===== src/rtl/pwm_ramp_ctrl.sv =====
// Duty sequencer in front of the PWM output stage: accepts target-duty commands,
// ramps the live duty toward them on period boundaries and emits the period tick.
module pwm_ramp_ctrl #(
   parameter int DUTY_W           = 6,
   parameter int PERIOD           = 64,
   parameter int STEP             = 1,
   parameter int PERIODS_PER_STEP = 4
) (
   input  logic              clk,
   input  logic              reset,
   input  logic              enable,
   input  logic              cmd_valid,
   output logic              cmd_ready,
   input  logic [DUTY_W-1:0] cmd_duty,
   input  logic              cmd_instant,
   input  logic              abort,
   output logic [DUTY_W-1:0] duty_out,
   output logic              period_tick,
   output logic              busy,
   output logic              done
);

   // state     | meaning
   // IDLE      | holding duty, after reset or abort; accepts commands
   // RAMP_UP   | stepping duty upward toward target on period boundaries
   // RAMP_DOWN | stepping duty downward toward target on period boundaries
   // HOLD      | target reached; holding duty; accepts commands
   typedef enum logic [1:0] {IDLE, RAMP_UP, RAMP_DOWN, HOLD} state_t;

   localparam int CW = (PERIOD > 1) ? $clog2(PERIOD) : 1;
   localparam int SW = (PERIODS_PER_STEP > 1) ? $clog2(PERIODS_PER_STEP) : 1;
   localparam logic [CW-1:0] CNT_LAST  = CW'(PERIOD - 1);
   localparam logic [SW-1:0] STEP_LAST = SW'(PERIODS_PER_STEP - 1);
   // Steps larger than the full duty range behave like a jump, so clamp the constant.
   localparam logic [DUTY_W:0] STEP_W = (STEP >= (1 << DUTY_W)) ?
                                        (DUTY_W+1)'(1 << DUTY_W) : (DUTY_W+1)'(STEP);

   state_t            state;
   logic [CW-1:0]     cnt;
   logic [SW-1:0]     step_cnt;
   logic [DUTY_W-1:0] target;
   logic              instant;

   logic [DUTY_W:0]   gap;
   logic [DUTY_W:0]   delta;
   logic [DUTY_W:0]   duty_wide;
   logic [DUTY_W-1:0] duty_step;

   assign period_tick = enable && (cnt == CNT_LAST);
   assign busy        = (state == RAMP_UP) || (state == RAMP_DOWN);
   assign cmd_ready   = ((state == IDLE) || (state == HOLD)) && !abort;

   // One-bit-wider arithmetic so a step can never wrap past 0 or full scale.
   always_comb begin
      gap       = '0;
      delta     = '0;
      duty_wide = {1'b0, duty_out};
      if (state == RAMP_UP) gap = {1'b0, target} - {1'b0, duty_out};
      else                  gap = {1'b0, duty_out} - {1'b0, target};
      delta = (gap < STEP_W) ? gap : STEP_W;
      if (state == RAMP_UP) duty_wide = {1'b0, duty_out} + delta;
      else                  duty_wide = {1'b0, duty_out} - delta;
      duty_step = duty_wide[DUTY_W-1:0];
   end

   always_ff @(posedge clk) begin
      if (reset) begin
         state    <= IDLE;
         cnt      <= '0;
         step_cnt <= '0;
         target   <= '0;
         instant  <= 1'b0;
         duty_out <= '0;
         done     <= 1'b0;
      end else begin
         done <= 1'b0;
         if (enable) cnt <= (cnt == CNT_LAST) ? '0 : cnt + 1'b1;

         if (abort) begin
            state    <= IDLE;
            step_cnt <= '0;
         end else if (cmd_valid && cmd_ready) begin
            target   <= cmd_duty;
            instant  <= cmd_instant;
            step_cnt <= '0;
            if (cmd_duty > duty_out)      state <= RAMP_UP;
            else if (cmd_duty < duty_out) state <= RAMP_DOWN;
            else begin
               state <= HOLD;
               done  <= 1'b1;
            end
         end else if (busy && period_tick) begin
            if (instant) begin
               duty_out <= target;
               state    <= HOLD;
               done     <= 1'b1;
            end else if (step_cnt == STEP_LAST) begin
               step_cnt <= '0;
               duty_out <= duty_step;
               if (duty_step == target) begin
                  state <= HOLD;
                  done  <= 1'b1;
               end
            end else begin
               step_cnt <= step_cnt + 1'b1;
            end
         end
      end
   end

endmodule


===== config.mk =====
export PLATFORM = sky130hd
export DESIGN_NAME = pwm_ramp_ctrl
export DESIGN_NICKNAME = d
export VERILOG_FILES = /design/src/rtl/pwm_ramp_ctrl.sv
export SDC_FILE = /design/constraint.sdc
export NUM_CORES = 1
export LEC_CHECK = 0
export ABC_AREA = 0
export ABC_CLOCK_PERIOD_IN_PS = 4480
export BUFFER_PORTS_ARGS = -buffer_cell sky130_fd_sc_hd__buf_2
export CORE_MARGIN = 4
export CORE_UTILIZATION = 59
export DETAILED_ROUTE_END_ITERATION = 12
export PLACE_DENSITY = 0.77
export SLEW_MARGIN = 25
export SYNTH_ARGS = -nofsm -noshare
export SYNTH_HDL_FRONTEND = slang
export SYNTH_SLANG_ARGS = --single-unit

===== constraint.sdc =====
create_clock -name clk -period 4.48 [get_ports clk]
set_input_delay 0.224 -clock clk [delete_from_list [all_inputs] [get_ports clk]]
set_output_delay 0.224 -clock clk [all_outputs]
set_load 0.05 [all_outputs]

Word-level counts from Yosys, hierarchy flattened
Cells that the tools add are included.
{ "classes": {"eq_ne": 6, "n_lt_le_gt_ge": 3, "addsub": 6, "bitwise_logic": 3, "reduce_logical": 18, "mux": 21} }
{ "ops": {"columns": ["operator", "count"], "rows": [
  ["$mux 6", 5],
  ["$mux 2", 7],
  ["$sub 6x6->7", 2],
  ["$mux 1", 8],
  ["$lt 7x1->1 const B", 1],
  ["$mux 7", 1],
  ["$add 6x1->6 const B", 1],
  ["$add 6x6->6", 1],
  ["$eq 2x2->1 const B", 3],
  ["$eq 6x6->1", 1],
  ["$eq 6x6->1 const B", 1],
  ["$gt 6x6->1", 1],
  ["$lt 6x6->1", 1],
  ["$reduce_bool 3->1", 2],
  ["$sub 6x6->6", 1],
  ["$logic_and 1x1->1", 4],
  ["$reduce_and 2->1", 2],
  ["$reduce_and 4->1", 1],
  ["$reduce_bool 2->1", 2],
  ["$not 1->1", 3],
  ["$reduce_and 3->1", 1],
  ["$reduce_or 3->1", 1],
  ["$add 2x1->2 const B", 1],
  ["$eq 2x1->1 const B", 1],
  ["4 further kinds", 5]
]} }
{ "totals": {"register_bits": 24, "word_cells": 64, "output_inout_bits": 10, "input_bits": 12} }

Logic depth before layout (Yosys ltp)
{ "depth": {"ltp_word": 12, "depth_mapped": 21, "depth_no_buf": 21} }

Least setup slack after synthesis
Ideal clock, no wire load.
{ "synth_timing": {"path_kind": "register to register", "from": "reg duty_out[1]", "to": "reg state[1]", "synth_period_minus_slack_ns": 4.423, "arrival_ns": 4.320, "path_slack_ns": 0.057, "stages_incl_launch_ff": 20, "n_path_buf": 0, "setup_time_ns": 0.103, "t_required_ns": 4.377, "cell_sequence": "dfxtp_1 -> inv_1 -> fa_1 -> nor2b_1 -> o21ai_0 -> a32oi_1 -> mux2i_1 -> and3_1 -> nand2_1 -> inv_1 -> ha_1 -> nor2b_1 -> fa_1 -> a21o_1 -> a21oi_1 -> xor2_1 -> xnor2_1 -> nor3_1 -> a21oi_2 -> a2111oi_2"} }
{ "synth_between": {"elab_chain_len": 9, "word_cells_on_any_way": 14, "classes_between": "4 x add/sub; 2 x order compare; 1 x eq/ne; 5 x mux; 2 x reduce/logical"} }
{ "synth_rtl": {"columns": ["item", "line_no", "rtl"], "rows": [
  ["start, declared", "17", "output logic [DUTY_W-1:0] duty_out,"],
  ["start signal, assigned", "94", "duty_out <= target;"],
  ["start signal, assigned", "99", "duty_out <= duty_step;"],
  ["$sub 6x6->7 (on tied branches)", "59, 58", null],
  ["$mux 7", "58", "if (state == RAMP_UP) gap = {1'b0, target} - {1'b0, duty_out};"],
  ["$lt 7x1->1", "60", "delta = (gap < STEP_W) ? gap : STEP_W;"],
  ["$mux 6", "60", null],
  ["$sub 6x6->6 / $add 6x6->6 (equally long branches)", "62, 61", null],
  ["$mux 6", "61", "if (state == RAMP_UP) duty_wide = {1'b0, duty_out} + delta;"],
  ["$eq 6x6->1", "100", "if (duty_step == target) begin"],
  ["$reduce_bool 3->1 (no line)", null, null],
  ["$reduce_and 3->1 (no line)", null, null],
  ["end signal, assigned", "68", "state <= IDLE;"],
  ["end signal, assigned", "95", "state <= HOLD;"],
  ["end signal, assigned", "101", "state <= HOLD;"],
  ["end, declared", "38", "state_t state;"]
]} }
Several ways; a longest one is shown, not always the timed one.
A chain may end at the register's enable or synchronous reset.

Worst setup path in the final report
{ "layout_timing": {"from": "reg target[0]", "to": "reg state[1]"} }
{ "layout_between": {"elab_chain_len": 9, "word_cells_on_any_way": 11, "classes_between": "4 x add/sub; 1 x order compare; 1 x eq/ne; 3 x mux; 2 x reduce/logical"} }
{ "layout_rtl": {"columns": ["item", "line_no", "rtl"], "rows": [
  ["start, declared", "41", "logic [DUTY_W-1:0] target;"],
  ["start signal, assigned", "83", "target <= cmd_duty;"],
  ["$sub 6x6->7 (on tied branches)", "59, 58", null],
  ["$mux 7", "58", null],
  ["$lt 7x1->1", "60", null],
  ["$mux 6", "60", null],
  ["$sub 6x6->6 / $add 6x6->6 (equally long branches)", "62, 61", null],
  ["$mux 6", "61", null],
  ["$eq 6x6->1 (*)", "100", null],
  ["$reduce_bool 3->1 (no line) (*)", null, null],
  ["$reduce_and 3->1 (no line) (*)", null, null]
]} }
Every way passes the cells marked *; elsewhere a longest branch is shown, timed or not.

==> impl_metrics.yaml <==
grt:
  grt_max_degree: 25
  track_usage_pct: 22.4
  overflow: 0
  grt_pass1_vias: 1682
  grt_pass1_wl_um: 7690
  antenna_found_initial: 0
synth:
  ys.flop_type: "dfxtp_1"
  ys_warn_count: 0
  ys_ff_latch: 24
  synth_most_common_cell: "ha_1"
  synth_cell_types: 40
  syn_area_sq_um: 1960
  synth.largest_area_cell: "dfxtp_1"
  yosys.area.top_type_share_pct: 24.5
  synthTopCellsByArea: "dfxtp_1 (25%), ha_1 (17%), xnor2_1 (4.9%), nand2_1 (4.8%), mux2i_1 (4.6%)"
  async_reset_ff_share_pct: 0
  syn_inst: 238
  syn-num-nets: 280
  syn_avg_cell_area_sq_um: 8.23
  synth_edf_count: 0
  yosys-top-cells-count: "ha_1 (27), nand2_1 (25), dfxtp_1 (24)"
  seq_area_frac_synth_pct: 24.5
floorplanning:
  dieArea_sq_um: 4300
  start_util_pct: 63.1
  core_area_sq_um: 3100
  fp.dieW_um: 65.6
  rows: 20
  num_io_pins: 22
  fp.dieH_um: 65.6
cells_and_area:
  multiInputGateArea_sq_um: 1410
  register_area_sq_um: 489
  fillCellCount: 271
  finalInstanceArea_sq_um: 2210
  area_growth_pct: 12.9
  final_cells: 305
  antenna_cells: 0
  nNetsFinal: 305
  layout-drive-gt1-share_pct: 19.2
timing:
  tightestPinTransition_ns: 0.545
  timing.final.crit_share_pct: 95.2
  finClkSkew_ns: 0.0129
  finalMaxSlewViolations: 0
  fin_crit_ns: 4.27
  fin_ws_ns: 0.213
  setup_violations: 0
  fmax_mhz: 234
  hold_viol: 0
  slew_headroom_pct: 63.6
placement:
  routabilityCongestion: 0.868
  dpl.cell_count: 299
  pre_cts_ws_ns: 0.0658
  placed_cell_area_sq_um: 2110
  hpwl_um: 3360
  io_buffers: 21
flow_run:
  drv_cap: 0
worst_setup_path:
  path_delay_family: "compound AO/OA/AOI/OAI gates"
  r2r-start: "target[0]$_SDFFE_PP0P_"
  worstSetupStartpoint: "target[0]$_SDFFE_PP0P_"
  cp_max_fo: 5
  crit_buf_inv: 2
  worstPathRequired_ns: 4.71
  cpMaxStageDelayCell: "dfxtp_4"
  arrival_ns: 4.49
  crit_path_start_kind: "flop"
  end_kind: "flop"
  cp_cell_sequence: "inv_1 > ha_1 > fa_2 > nor2b_1 > o21ai_0 > a32oi_1 > mux2i_1 > and3_1 > nand2_1 > inv_1 > ha_1 > nor2b_1 > ha_1 > a21oi_2 > nor2_1 > a211o_1 > a21oi_2 > xnor2_2 > xnor3_1 > a21oi_2 > a2111oi_2"
  critPathKind: "flop to flop"
  slowest_delay_ns: 0.40
route:
  antenna_left: 0
  dr.pass1.iters: 4
  drc: 0
  wirelength_um: 4480
  drt_iter0_markers: 96
  avgRoutedWirePerCell_um: 14.7
  routed-via-count: 1721
  via_per_inst: 5.64
clock_tree:
  cts_buffers: 3
  cts_tree: "done"
  clk_pin_slew_ns: 0.13
  cts_hold_buf: 0
  cts_buffer_depth: 2
  clockRootBuffer: "clkbuf_4"
  cts-htree-levels: 1
  cts_sinks: 24
  clock_latency_ns: 0.32
pwr:
  leakage_nw: 0.928
  p_per_area_nw_per_um2: 214
  ir_worst_vdd_mv: 0.222
status:
  status: "finished, final reports clean"
min_path:
  hold_class: "input port to flop"
  worstHoldStart: "cmd_instant"
[final timing paths]
check / to / slack (ns) / cells past startpoint
setup / recovery: state[1]$_SDFFE_PP0P_ / 0.21 / 21
hold / removal: instant$_SDFFE_PP0P_ / 0.12 / 3
setup reg to reg: state[1]$_SDFFE_PP0P_ / 0.21 / 21
hold reg to reg: state[1]$_SDFFE_PP0P_ / 0.50 / 2
[metal layers]
metal	up-vias	share of wire [%]	routed length, um	GRT usage [%]
li1	870	-	-	-
met1	820	46	2050	29.8
met2	25	51	2270	38.4
met3	6	2.7	119	4.10
met4	0	0.96	43	3.37
met5	-	0	0	0
[final cells by class]
cell class | count | share of cell area, %
timing repair buffer | 27 | 6.79
sequential | 24 | 22.1
inverter | 23 | 3.90
multi-input combinational | 184 | 63.7
tap | 44 | 2.49
clock buffer | 3 | 1.02
[cells by family (layout without fill, tap and decap cells)]
group | after synthesis | after routing | synth area share [%]
AO/OA/AOI/OAI | 49 | 49 | 17.3
XOR/XNOR | 18 | 18 | 8.75
adder cells (fa/ha/maj) | 30 | 30 | 20.3
buffers and inverters | 30 | 53 | 5.94
flip-flops | 24 | 24 | 24.5
multiplexers | 10 | 10 | 5.18
other | 1 | 1 | 0.192
AND/OR/NAND/NOR | 76 | 76 | 17.8
[timing repair]
item | in CTS | in global routing
setup buffers | 0 | 3
endpoints found under the setup margin | 0 | 4
hold endpoints to repair | 0 | 0
gates resized for setup | 0 | 16
[worst register-to-register path, stage by stage, from the launching register on]
cell and delay (ns):
dfxtp_4 0.40, inv_1 0.05, ha_1 0.20, fa_2 0.35, nor2b_1 0.11, o21ai_0 0.08
a32oi_1 0.23, mux2i_1 0.27, and3_1 0.18, nand2_1 0.07, inv_1 0.07, ha_1 0.21
nor2b_1 0.15, ha_1 0.31, a21oi_2 0.18, nor2_1 0.07, a211o_1 0.27, a21oi_2 0.17
xnor2_2 0.16, xnor3_1 0.20, a21oi_2 0.09, a2111oi_2 0.35
[where the power goes]
| group | switching, W | leakage (nW) | internal, W |
|---|---|---|---|
| Sequential | 0.00000769 | 0.197 | 0.000218 |
| Clock | 0.0000605 | 0.0138 | 0.0000315 |
| Combinational | 0.0000869 | 0.717 | 0.0000673 |
| Total | 0.000155 | 0.928 | 0.000317 |
[flip-flops by register name, indices dropped and copies added (netlist names)]
name      cells
cnt           6
done          1
duty_out      6
instant       1
state         2
step_cnt      2
target        6
[metrics by stage]
stage / total power (W) / setup TNS [ns] / hold WS [ns] / util, %
detailed placement: 0.000374 / 0 / 0.471 / 68.0
floorplan: 0.000344 / 0 / 0.293 / -
CTS: 0.000464 / 0 / 0.125 / 68.8
global placement: 0.000372 / 0 / 0.450 / 68.0
finish: 0.000472 / 0 / 0.125 / 71.3
global route: 0.000505 / -0.0220 / 0.117 / 71.3
[layout by cell type, fill, tap and decap left out, types with 2 or more instances in the layout]
cell,n
mux2i_1,9
clkbuf_4,3
xnor2_1,9
nor3_1,5
fa_2,2
xor2_1,6
nand4_1,3
buf_2,21
nand3_1,7
a21oi_1,14
buf_4,6
dfxtp_4,2
xnor2_2,2
dfxtp_1,21
nor2b_1,6
a211oi_2,2
a211o_1,2
a211oi_1,5
o21ai_0,10
inv_1,23
a21o_1,2
o211ai_1,2
nand2_1,25
a21oi_2,4
nor4_1,2
ha_1,26
nor2_1,21
(Power assumes the default switching activity.)
